## src/rtl/projectile_pool_if.sv

```systemverilog
// Control and query bundle for projectile_pool.
// The master side drives fire/tick/kill/query inputs; the slave side returns slot state and pixel hits.
interface projectile_pool_if #(
  parameter int NUM_BULLETS = 4,
  parameter int X_W         = 8,
  parameter int Y_W         = 7
);
  logic                       tick;
  logic                       fire_req;
  logic [1:0]                 fire_dir;
  logic [X_W-1:0]             ship_x;
  logic [Y_W-1:0]             ship_y;
  logic [NUM_BULLETS-1:0]     kill;
  logic [X_W-1:0]             px;
  logic [Y_W-1:0]             py;
  logic                       fire_ack;
  logic                       full;
  logic [NUM_BULLETS-1:0]     active;
  logic [NUM_BULLETS*X_W-1:0] bx_flat;
  logic [NUM_BULLETS*Y_W-1:0] by_flat;
  logic                       pix_hit;
  logic [3:0]                 pix_slot;

  modport master (
    output tick, fire_req, fire_dir, ship_x, ship_y, kill, px, py,
    input  fire_ack, full, active, bx_flat, by_flat, pix_hit, pix_slot
  );

  modport slave (
    input  tick, fire_req, fire_dir, ship_x, ship_y, kill, px, py,
    output fire_ack, full, active, bx_flat, by_flat, pix_hit, pix_slot
  );
endinterface

```

## src/rtl/projectile_pool.sv

```systemverilog
// Multi-bullet pool: spawn at the ship on fire, move on game tick, retire off-screen, 1-cycle pixel query.
// Optional spawn cooldown is enabled by defining PROJ_COOLDOWN_EN.
module projectile_pool #(
  parameter int NUM_BULLETS = 4,
  parameter int X_W         = 8,
  parameter int Y_W         = 7,
  parameter int SCREEN_W    = 160,
  parameter int SCREEN_H    = 120,
  parameter int STEP        = 2,
  parameter int COOLDOWN    = 8
) (
  input logic              clock,
  input logic              resetn,
  projectile_pool_if.slave bus
);
  typedef enum logic [1:0] {
    DIR_UP    = 2'd0,
    DIR_RIGHT = 2'd1,
    DIR_DOWN  = 2'd2,
    DIR_LEFT  = 2'd3
  } dir_e;

  typedef struct packed {
    logic           retire;
    logic [X_W-1:0] x;
    logic [Y_W-1:0] y;
  } move_t;

  localparam logic [X_W:0] STEP_X = (X_W+1)'(STEP);
  localparam logic [Y_W:0] STEP_Y = (Y_W+1)'(STEP);
  localparam logic [X_W:0] X_LIM  = (X_W+1)'(SCREEN_W);
  localparam logic [Y_W:0] Y_LIM  = (Y_W+1)'(SCREEN_H);

  logic [NUM_BULLETS-1:0] active;
  logic [X_W-1:0]         bx  [NUM_BULLETS];
  logic [Y_W-1:0]         by  [NUM_BULLETS];
  dir_e                   dir [NUM_BULLETS];
  logic                   fire_ack;
  logic                   pix_hit;
  logic [3:0]             pix_slot;
  logic                   armed;

  move_t                  mv  [NUM_BULLETS];
  logic [NUM_BULLETS-1:0] spawn_mask;
  logic                   on_screen;
  logic                   cool_ok;
  logic                   spawn;
  logic                   hit_any;
  logic [3:0]             hit_idx;

  // One extra bit on each coordinate so the screen-edge test never wraps.
  function automatic move_t step_slot(input logic [X_W-1:0] x, input logic [Y_W-1:0] y, input dir_e d);
    logic [X_W:0] xe;
    logic [Y_W:0] ye;
    move_t        m;
    // NOTE: blocking assignments are right for function locals; each line sees the previous result.
    xe       = {1'b0, x};
    ye       = {1'b0, y};
    m.retire = 1'b0;
    case (d)
      DIR_UP:    begin m.retire = ye < STEP_Y; ye = ye - STEP_Y; end
      DIR_RIGHT: begin xe = xe + STEP_X; m.retire = xe >= X_LIM; end
      DIR_DOWN:  begin ye = ye + STEP_Y; m.retire = ye >= Y_LIM; end
      default:   begin m.retire = xe < STEP_X; xe = xe - STEP_X; end
    endcase
    m.x = xe[X_W-1:0];
    m.y = ye[Y_W-1:0];
    return m;
  endfunction

  always_comb begin
    for (int i = 0; i < NUM_BULLETS; i++) mv[i] = step_slot(bx[i], by[i], dir[i]);
  end

  // Lowest clear bit of the registered live mask; slots freed this cycle are still counted as busy.
  assign spawn_mask = ~active & (active + NUM_BULLETS'(1));
  assign on_screen  = ({1'b0, bus.ship_x} < X_LIM) && ({1'b0, bus.ship_y} < Y_LIM);
  assign spawn      = bus.fire_req && armed && !(&active) && on_screen && cool_ok;

  always_comb begin
    // NOTE: defaults first so every path assigns both outputs and no latch is inferred.
    hit_any = 1'b0;
    hit_idx = '0;
    for (int i = NUM_BULLETS - 1; i >= 0; i--) begin
      if (active[i] && bx[i] == bus.px && by[i] == bus.py) begin
        hit_any = 1'b1;
        hit_idx = 4'(i);
      end
    end
  end

`ifdef PROJ_COOLDOWN_EN
  localparam int CW = $clog2(COOLDOWN + 1);
  logic [CW-1:0] cool_cnt;

  always_ff @(posedge clock or negedge resetn) begin
    if (!resetn)                              cool_cnt <= '0;
    else if (spawn)                           cool_cnt <= CW'(COOLDOWN);
    else if (bus.tick && cool_cnt != '0)      cool_cnt <= cool_cnt - CW'(1);
  end

  assign cool_ok = (cool_cnt == '0);
`else
  assign cool_ok = 1'b1;
`endif

  always_ff @(posedge clock or negedge resetn) begin
    if (!resetn) begin
      active   <= '0;
      fire_ack <= 1'b0;
      pix_hit  <= 1'b0;
      pix_slot <= '0;
      armed    <= 1'b1;
      // NOTE: slot state lives in flops, not RAM, so clearing it on reset is cheap and required.
      for (int i = 0; i < NUM_BULLETS; i++) begin
        bx[i]  <= '0;
        by[i]  <= '0;
        dir[i] <= DIR_UP;
      end
    end else begin
      fire_ack <= spawn;
      pix_hit  <= hit_any;
      pix_slot <= hit_idx;
      // Held fire spawns once per tick window: re-arm on a low request or a tick.
      if (spawn)                            armed <= 1'b0;
      else if (!bus.fire_req || bus.tick)   armed <= 1'b1;
      for (int i = 0; i < NUM_BULLETS; i++) begin
        if (spawn && spawn_mask[i]) begin
          active[i] <= 1'b1;
          bx[i]     <= bus.ship_x;
          by[i]     <= bus.ship_y;
          dir[i]    <= dir_e'(bus.fire_dir);
        end else if (bus.kill[i]) begin
          active[i] <= 1'b0;
        end else if (bus.tick && active[i]) begin
          if (mv[i].retire) begin
            active[i] <= 1'b0;
          end else begin
            bx[i] <= mv[i].x;
            by[i] <= mv[i].y;
          end
        end
      end
    end
  end

  assign bus.active   = active;
  assign bus.full     = &active;
  assign bus.fire_ack = fire_ack;
  assign bus.pix_hit  = pix_hit;
  assign bus.pix_slot = pix_slot;

  for (genvar g = 0; g < NUM_BULLETS; g++) begin : g_flat
    assign bus.bx_flat[g*X_W +: X_W] = bx[g];
    assign bus.by_flat[g*Y_W +: Y_W] = by[g];
  end
endmodule

```

## src/flat_wrapper.sv

```systemverilog
// flat-port wrapper written by rule: the top's interface ports become plain ports
module projectile_pool_flat 
#(
  parameter int NUM_BULLETS = 4,
  parameter int X_W         = 8,
  parameter int Y_W         = 7,
  parameter int SCREEN_W    = 160,
  parameter int SCREEN_H    = 120,
  parameter int STEP        = 2,
  parameter int COOLDOWN    = 8
)
  (clock, resetn, bus_tick, bus_fire_req, bus_fire_dir, bus_ship_x, bus_ship_y, bus_kill, bus_px, bus_py, bus_fire_ack, bus_full, bus_active, bus_bx_flat, bus_by_flat, bus_pix_hit, bus_pix_slot);
  projectile_pool_if #(.NUM_BULLETS(NUM_BULLETS), .X_W(X_W), .Y_W(Y_W)) bus_i ();
  input logic clock;
  input logic resetn;
  input wire logic [$bits(bus_i.tick)-1:0] bus_tick;
  input wire logic [$bits(bus_i.fire_req)-1:0] bus_fire_req;
  input wire logic [$bits(bus_i.fire_dir)-1:0] bus_fire_dir;
  input wire logic [$bits(bus_i.ship_x)-1:0] bus_ship_x;
  input wire logic [$bits(bus_i.ship_y)-1:0] bus_ship_y;
  input wire logic [$bits(bus_i.kill)-1:0] bus_kill;
  input wire logic [$bits(bus_i.px)-1:0] bus_px;
  input wire logic [$bits(bus_i.py)-1:0] bus_py;
  output wire logic [$bits(bus_i.fire_ack)-1:0] bus_fire_ack;
  output wire logic [$bits(bus_i.full)-1:0] bus_full;
  output wire logic [$bits(bus_i.active)-1:0] bus_active;
  output wire logic [$bits(bus_i.bx_flat)-1:0] bus_bx_flat;
  output wire logic [$bits(bus_i.by_flat)-1:0] bus_by_flat;
  output wire logic [$bits(bus_i.pix_hit)-1:0] bus_pix_hit;
  output wire logic [$bits(bus_i.pix_slot)-1:0] bus_pix_slot;
  assign bus_i.tick = bus_tick;
  assign bus_i.fire_req = bus_fire_req;
  assign bus_i.fire_dir = bus_fire_dir;
  assign bus_i.ship_x = bus_ship_x;
  assign bus_i.ship_y = bus_ship_y;
  assign bus_i.kill = bus_kill;
  assign bus_i.px = bus_px;
  assign bus_i.py = bus_py;
  assign bus_fire_ack = bus_i.fire_ack;
  assign bus_full = bus_i.full;
  assign bus_active = bus_i.active;
  assign bus_bx_flat = bus_i.bx_flat;
  assign bus_by_flat = bus_i.by_flat;
  assign bus_pix_hit = bus_i.pix_hit;
  assign bus_pix_slot = bus_i.pix_slot;
  projectile_pool #(.NUM_BULLETS(NUM_BULLETS), .X_W(X_W), .Y_W(Y_W), .SCREEN_W(SCREEN_W), .SCREEN_H(SCREEN_H), .STEP(STEP), .COOLDOWN(COOLDOWN)) u_core (.clock(clock), .resetn(resetn), .bus(bus_i));
endmodule
```

## config.mk

```make
export PLATFORM = sky130hd
export DESIGN_NAME = projectile_pool_flat
export DESIGN_NICKNAME = d
export VERILOG_FILES = /design/src/rtl/projectile_pool_if.sv /design/src/rtl/projectile_pool.sv /design/src/flat_wrapper.sv
export SDC_FILE = /design/constraint.sdc
export NUM_CORES = 1
export LEC_CHECK = 0
export CORE_ASPECT_RATIO = 0.7
export CORE_UTILIZATION = 50
export DETAILED_ROUTE_END_ITERATION = 6
export PLACE_DENSITY = 0.78
export SETUP_SLACK_MARGIN = 0.02
export SLEW_MARGIN = 20
export SYNTH_ARGS = -nofsm -noshare
export SYNTH_HDL_FRONTEND = slang
export SYNTH_SLANG_ARGS = --single-unit
```

## constraint.sdc

```tcl
create_clock -name clock -period 3.1 [get_ports clock]
set_input_delay 0.465 -clock clock [delete_from_list [all_inputs] [get_ports clock]]
set_output_delay 0.465 -clock clock [all_outputs]
set_load 0.02 [all_outputs]
```

# Word-level counts from Yosys, hierarchy flattened
# Index checks and enable logic that the tools add are counted.
[totals] latchBits=0 output_inout_bits=71 inputBits=40 memories=0 reg_bits=77 mem_bits_rw=0 wordCells=216 romBits=0
[op_classes] n_shift=0 reduce_logical=61 multipliers=0 div_mod_pow=0 mux=70 n_eq_ne=28 bitwise_logic=2 order_cmp=18 n_addsub=17
[ops] cell="$mux W8" count=16
[ops] cell="$mux W7" count=16
[ops] cell="$pmux W8 S2" count=4
[ops] cell="$pmux W7 S2" count=4
[ops] cell="$add A8 B2 Y9 const B" count=4
[ops] cell="$ge A9 B8 Y1 const B" count=4
[ops] cell="$reduce_and A4 Y1" count=9
[ops] cell="$reduce_bool A3 Y1" count=12
[ops] cell="$add A7 B2 Y8 const B" count=4
[ops] cell="$eq A8 B8 Y1" count=4
[ops] cell="$ge A8 B7 Y1 const B" count=4
[ops] cell="$lt A8 B2 Y1 const B" count=4
[ops] cell="$sub A8 B2 Y8 const B" count=4
[ops] cell="$eq A7 B7 Y1" count=4
[ops] cell="$lt A7 B2 Y1 const B" count=4
[ops] cell="$sub A7 B2 Y7 const B" count=4
[ops] cell="$mux W1" count=22
[ops] cell="$logic_and A1 B1 Y1" count=20
[ops] cell="$ne A2 B1 Y1 const B" count=8
[ops] cell="$pmux W1 S3" count=4
[ops] cell="$reduce_bool A2 Y1" count=5
[ops] cell="$eq A2 B1 Y1 const B" count=4
[ops] cell="$eq A2 B2 Y1 const B" count=4
[ops] cell="$logic_not A2 Y1" count=4
[ops] cell="other kinds (11)" count=24

# Logic depth before layout (Yosys ltp)
[depth] ltp_word=7 depth_mapped=8 mapped_depth_nobuf=8

# Worst setup path before layout
# OpenSTA, ideal clock, no wires.
[synth_timing] kind="register -> register" startpoint="register u_core.bx, in the netlist u_core.bus.bx_flat[18]" endpoint="register u_core.by, in the netlist u_core.bus.by_flat[15]" stages_incl_launch_ff=8 period_less_slack_ns=2.560 arrival_ns=2.436 slack_ns=0.540 cell_sequence="dfrtp_1 ha_1 and3_1 or4b_2 a21oi_1 o31ai_4 and3_1 a211o_1"
[synth_between] elab_chain_cells=5 elab_cells_between_ends=6 cone_classes="add/sub (1); order compare (2); eq/ne (1); mux (1); reduce/logical (1)"
[synth_lines] element="start: declaration" line_no="projectile_pool.sv:35" text="logic [X_W-1:0] bx [NUM_BULLETS];"
[synth_lines] element="start signal: indexed assignment" line_no="projectile_pool.sv:130" text="bx[i] <= bus.ship_x;"
[synth_lines] element="start signal: indexed assignment" line_no="projectile_pool.sv:139" text="bx[i] <= mv[i].x;"
[synth_lines] element="$add A8 B2 Y9" line_no="projectile_pool.sv:62" text="DIR_RIGHT: begin xe = xe + STEP_X; m.retire = xe >= X_LIM; end"
[synth_lines] element="$ge A9 B8 Y1" line_no="projectile_pool.sv:62"
[synth_lines] element="$pmux W1 S3 (*)" line_no="projectile_pool.sv:60" text="case (d)"
[synth_lines] element="$ne A2 B2 Y1 (no line) (*)"
[synth_lines] element="$reduce_and A4 Y1 (no line) (*)"
[synth_lines] element="end signal: indexed assignment" line_no="projectile_pool.sv:131" text="by[i] <= bus.ship_y;"
[synth_lines] element="end signal: indexed assignment" line_no="projectile_pool.sv:140" text="by[i] <= mv[i].y;"
[synth_lines] element="end: declaration" line_no="projectile_pool.sv:36" text="logic [Y_W-1:0] by [NUM_BULLETS];"
# Mark *: on every way between the ends. The rest lies on a longest branch, timed or not.
# A chain may end at the register's enable or synchronous reset.

# Final worst setup path
# Same ends and word-level chain as after synthesis.

==> impl_metrics.csv <==
group,metric,value,unit
layout,layout_common_cells,"clkdlybuf4s50_1 (107), nand2_1 (104), xnor2_1 (78), dfrtp_1 (76), nor2_1 (50)",
layout,utilization,64.9,%
pwr,p_int,3350,uW
drt,wirelength,22000,um
setup_path,worst_path_max_delay_cell,"or4b_2",
setup_path,reg2reg_from,"u_core.bus.bx_flat[18]$_DFFE_PN0P_",
pwr,seq_power_share,34.4,%
synth,synth_cell_types,77,
setup_path,worstSetupPathType,"reg2reg",
pwr,powerDensity,762,mW/mm^2
synth,synth_seq_cells,77,
grt,grt_util_all_layers,35.3,%
synth,synthCells,791,
timing,worst_hold_slack,140,ps
pwr,clockPowerShare,18.7,%
die,placementRows,33,
timing,rsz0062_at_grt,"no",
synth,async_reset_ff_share,100,%
grt,grt_max_degree,78,
die,dieHeight,95.8,um
drt,dr.pass1.iters,6,
clock_network,cts_setup_buffers,0,
layout,nets,922,
setup_path,max_stage_delay,580,ps
clock_network,cts_hold_buffers,0,
synth,postSynthAreaPerCell,7.94,um^2
placed_design,gp_congestion,0.957,
timing,finalSetupTns,0,ps
drt,antenna_left,0,
clock_network,cts_resized,0,
placed_design,pre_cts_slack,335,ps
drt,drc,0,
setup_path,crit_top_cell,"and3_1",
pwr,power.leakage,0.00306,uW
grt,antenna_found_initial,0,
clock_network,numCtsBuffers,9,
setup_path,cp-end-kind,"flip-flop",
clock_network,cts.sinks,77,
timing,tightest_slew,795,ps
timing,period_minus_slack,2750,ps
setup_path,crit_buf_inv,0,
timing,finalSetupViolCount,0,
drt,dr_total_vias,6647,
clock_network,clkLatencyLatePin,340,ps
pwr,pwr-share-comb,46.9,%
timing,fin_ws,349,ps
drt,via_per_inst,6.48,
synth,yosys_most_used_dff,"dfrtp_1",
die,core_region_area,0.0120,mm^2
job,drv_cap,0,
synth,ys_seq_area_share,30.7,%
setup_path,crit_fanout,18,
outcome,run_status,"completed",
die,initial_core_util,52.5,%
clock_network,tritoncts,"built",
setup_path,crit_path_cell_trace,"ha_1 -> and3_1 -> or4b_2 -> a21oi_1 -> o31ai_4 -> and3_1 -> a211o_1",
synth,syn_area,0.00628,mm^2
timing,skew,5.08,ps
drt,routedWlPerCell,21.4,um
setup_path,reg2regPathDepth,7,
timing,slew_violations,0,
clock_network,path_clk_slew,60,ps
clock_network,clk_path_buf_depth,2,
setup_path,startpoint,"u_core.bus.bx_flat[18]$_DFFE_PN0P_",
clock_network,cts-root-buf,"clkbuf_16",
clock_network,htree_levels,3,
setup_path,critical_path_depth,7,
drt,drtIter0Drc,957,
setup_path,required,3320,ps
grt,grt_pass1_vias,6071,
die,die_area,0.0130,mm^2
die,die_w,136,um
die,io_pins,111,
setup_path,cpLargestDelayFamily,"simple AND/OR/NAND/NOR gates",
setup_path,cp.arrival,2980,ps
timing,fmax,364,MHz
pwr,ir_drop,0.000602,V
setup_path,worst_setup_path_start_kind,"flip-flop",
grt,grt_pass1_wl,34300,um
pwr,p_sw,2570,uW
placed_design,hpwl,16000,um
timing,relSlewSlack,47.0,%
layout,drive_gt1_share,7.59,%
synth,synth_edf_count,0,
timing,period_share,88.7,%
pwr,power.share.switching,43.4,%
hold_path,hold_path.class,"in2async",
placed_design,io_buffer_count,108,
synth,ys_warn_count,0,
layout,diodes,0,
layout,final_common_cell,"clkdlybuf4s50_1",
grt,grt_overflow_total,0,
timing,hold_viol,0,
layout,synthToLayoutAreaGrowth,23.7,%
==> routing by layer <==
layer,vias up,global-route usage (%),wire length [um]
met5,-,0,0
met4,0,14.4,856
met3,80,7.74,2570
met2,496,53.5,9470
met1,3105,48.8,9100
li1,2966,-,-
==> power groups by stage <==
stage               combinational (uW)  sequential, uW  clock (uW)
floorplan                         1770            1920           0
global placement                  2680            2000           0
detailed placement                2740            2020           0
CTS                               2760            2010        1120
global route                      3010            2100        1160
finish                            2780            2040        1110
==> logic make-up (layout without fill, tap and decap cells) <==
| kind of cell | Yosys count | after routing | share of synthesized area, % |
|---|---|---|---|
| other | 1 | 2 | 0.0597 |
| multiplexers | 9 | 9 | 1.45 |
| AO/OA/AOI/OAI | 173 | 173 | 18.7 |
| XOR/XNOR | 90 | 90 | 12.5 |
| adder cells (fa/ha/maj) | 16 | 16 | 3.19 |
| buffers and inverters | 101 | 178 | 6.41 |
| flip-flops | 77 | 77 | 30.7 |
| AND/OR/NAND/NOR | 324 | 324 | 27.0 |
==> worst register-to-register path: cells and delay by family (launching register included) <==
kind                       cells  cell delay (ps)
AOI/OAI and AO/OA              3              840
and+or+nand+nor                3             1030
adders and majority gates      1              260
DFF                            1              500
==> metrics by stage <==
step | cell area, um^2 | power [uW] | std cells
final | 7770 | 5930 | 1026
after global placement | 7460 | 4680 | 1012
after global routing | 7770 | 6270 | 1026
after floorplan | 6290 | 3690 | 792
after detailed placement | 7460 | 4770 | 1012
after CTS | 7770 | 5890 | 1026
==> path summary, 6_finish.rpt <==
path                                                 endpoint  slack, ps
min in group clock                   u_core.armed$_DFFE_PN1P_        510
max in group asynchronous   u_core.bus.bx_flat[8]$_DFFE_PN0P_       2390
max reg2reg                u_core.bus.by_flat[15]$_DFFE_PN0P_        350
max                        u_core.bus.by_flat[15]$_DFFE_PN0P_        350
min reg2reg                          u_core.armed$_DFFE_PN1P_        510
min                         u_core.bus.by_flat[6]$_DFFE_PN0P_        140
==> sequential cells by signal, summed over array words and instances (netlist names) <==
name                 count
u_core.dir               8
u_core.bus.fire_ack      1
u_core.bus.pix_hit       1
u_core.bus.active        4
u_core.bus.pix_slot      2
u_core.armed             1
u_core.bus.by_flat      28
u_core.bus.bx_flat      32
==> synthesized netlist by cell type (3+ instances only) <==
cell	n	area share, %
inv_1	32	1.9
o22ai_1	14	1.4
nor3_1	23	1.8
a22oi_1	11	1.3
xnor2_1	78	11
or4_1	8	0.96
nand4b_1	5	0.70
a211oi_1	6	0.72
nand2b_1	7	0.70
nand2_1	104	6.2
a21oi_1	33	2.6
clkbuf_1	56	3.3
nand3b_1	6	0.72
nor3b_1	5	0.60
nor2_1	50	3.0
or3b_2	3	0.42
nor4_1	12	1.2
o32ai_1	3	0.42
or2_2	9	0.90
buf_2	6	0.48
a21boi_0	3	0.36
a31o_2	3	0.42
a41oi_1	3	0.42
mux2i_1	8	1.3
buf_1	3	0.18
ha_1	16	3.2
or4b_2	4	0.64
nor4b_1	3	0.42
and4_1	4	0.56
nor4bb_1	3	0.48
o21ai_0	42	3.3
and2_1	5	0.50
a31oi_1	13	1.3
a211o_1	4	0.56
or3_1	4	0.40
nand4_1	27	2.7
dfrtp_1	76	30
nand3_1	18	1.4
xor2_1	12	1.7
o32a_1	4	0.64
and3_1	8	0.80
nor2b_1	11	1.1
==> final cells by class <==
| type | instances | area, um^2 |
|---|---|---|
| fillers | 1000 | 4200 |
| multi-input cells | 614 | 3960 |
| flip-flops and latches | 77 | 1930 |
| repair buffers | 132 | 1260 |
| clock buffers | 9 | 225 |
| well taps | 157 | 196 |
| inverters | 32 | 120 |
| clock inverters | 5 | 77.6 |
(Power assumes the default switching activity.)
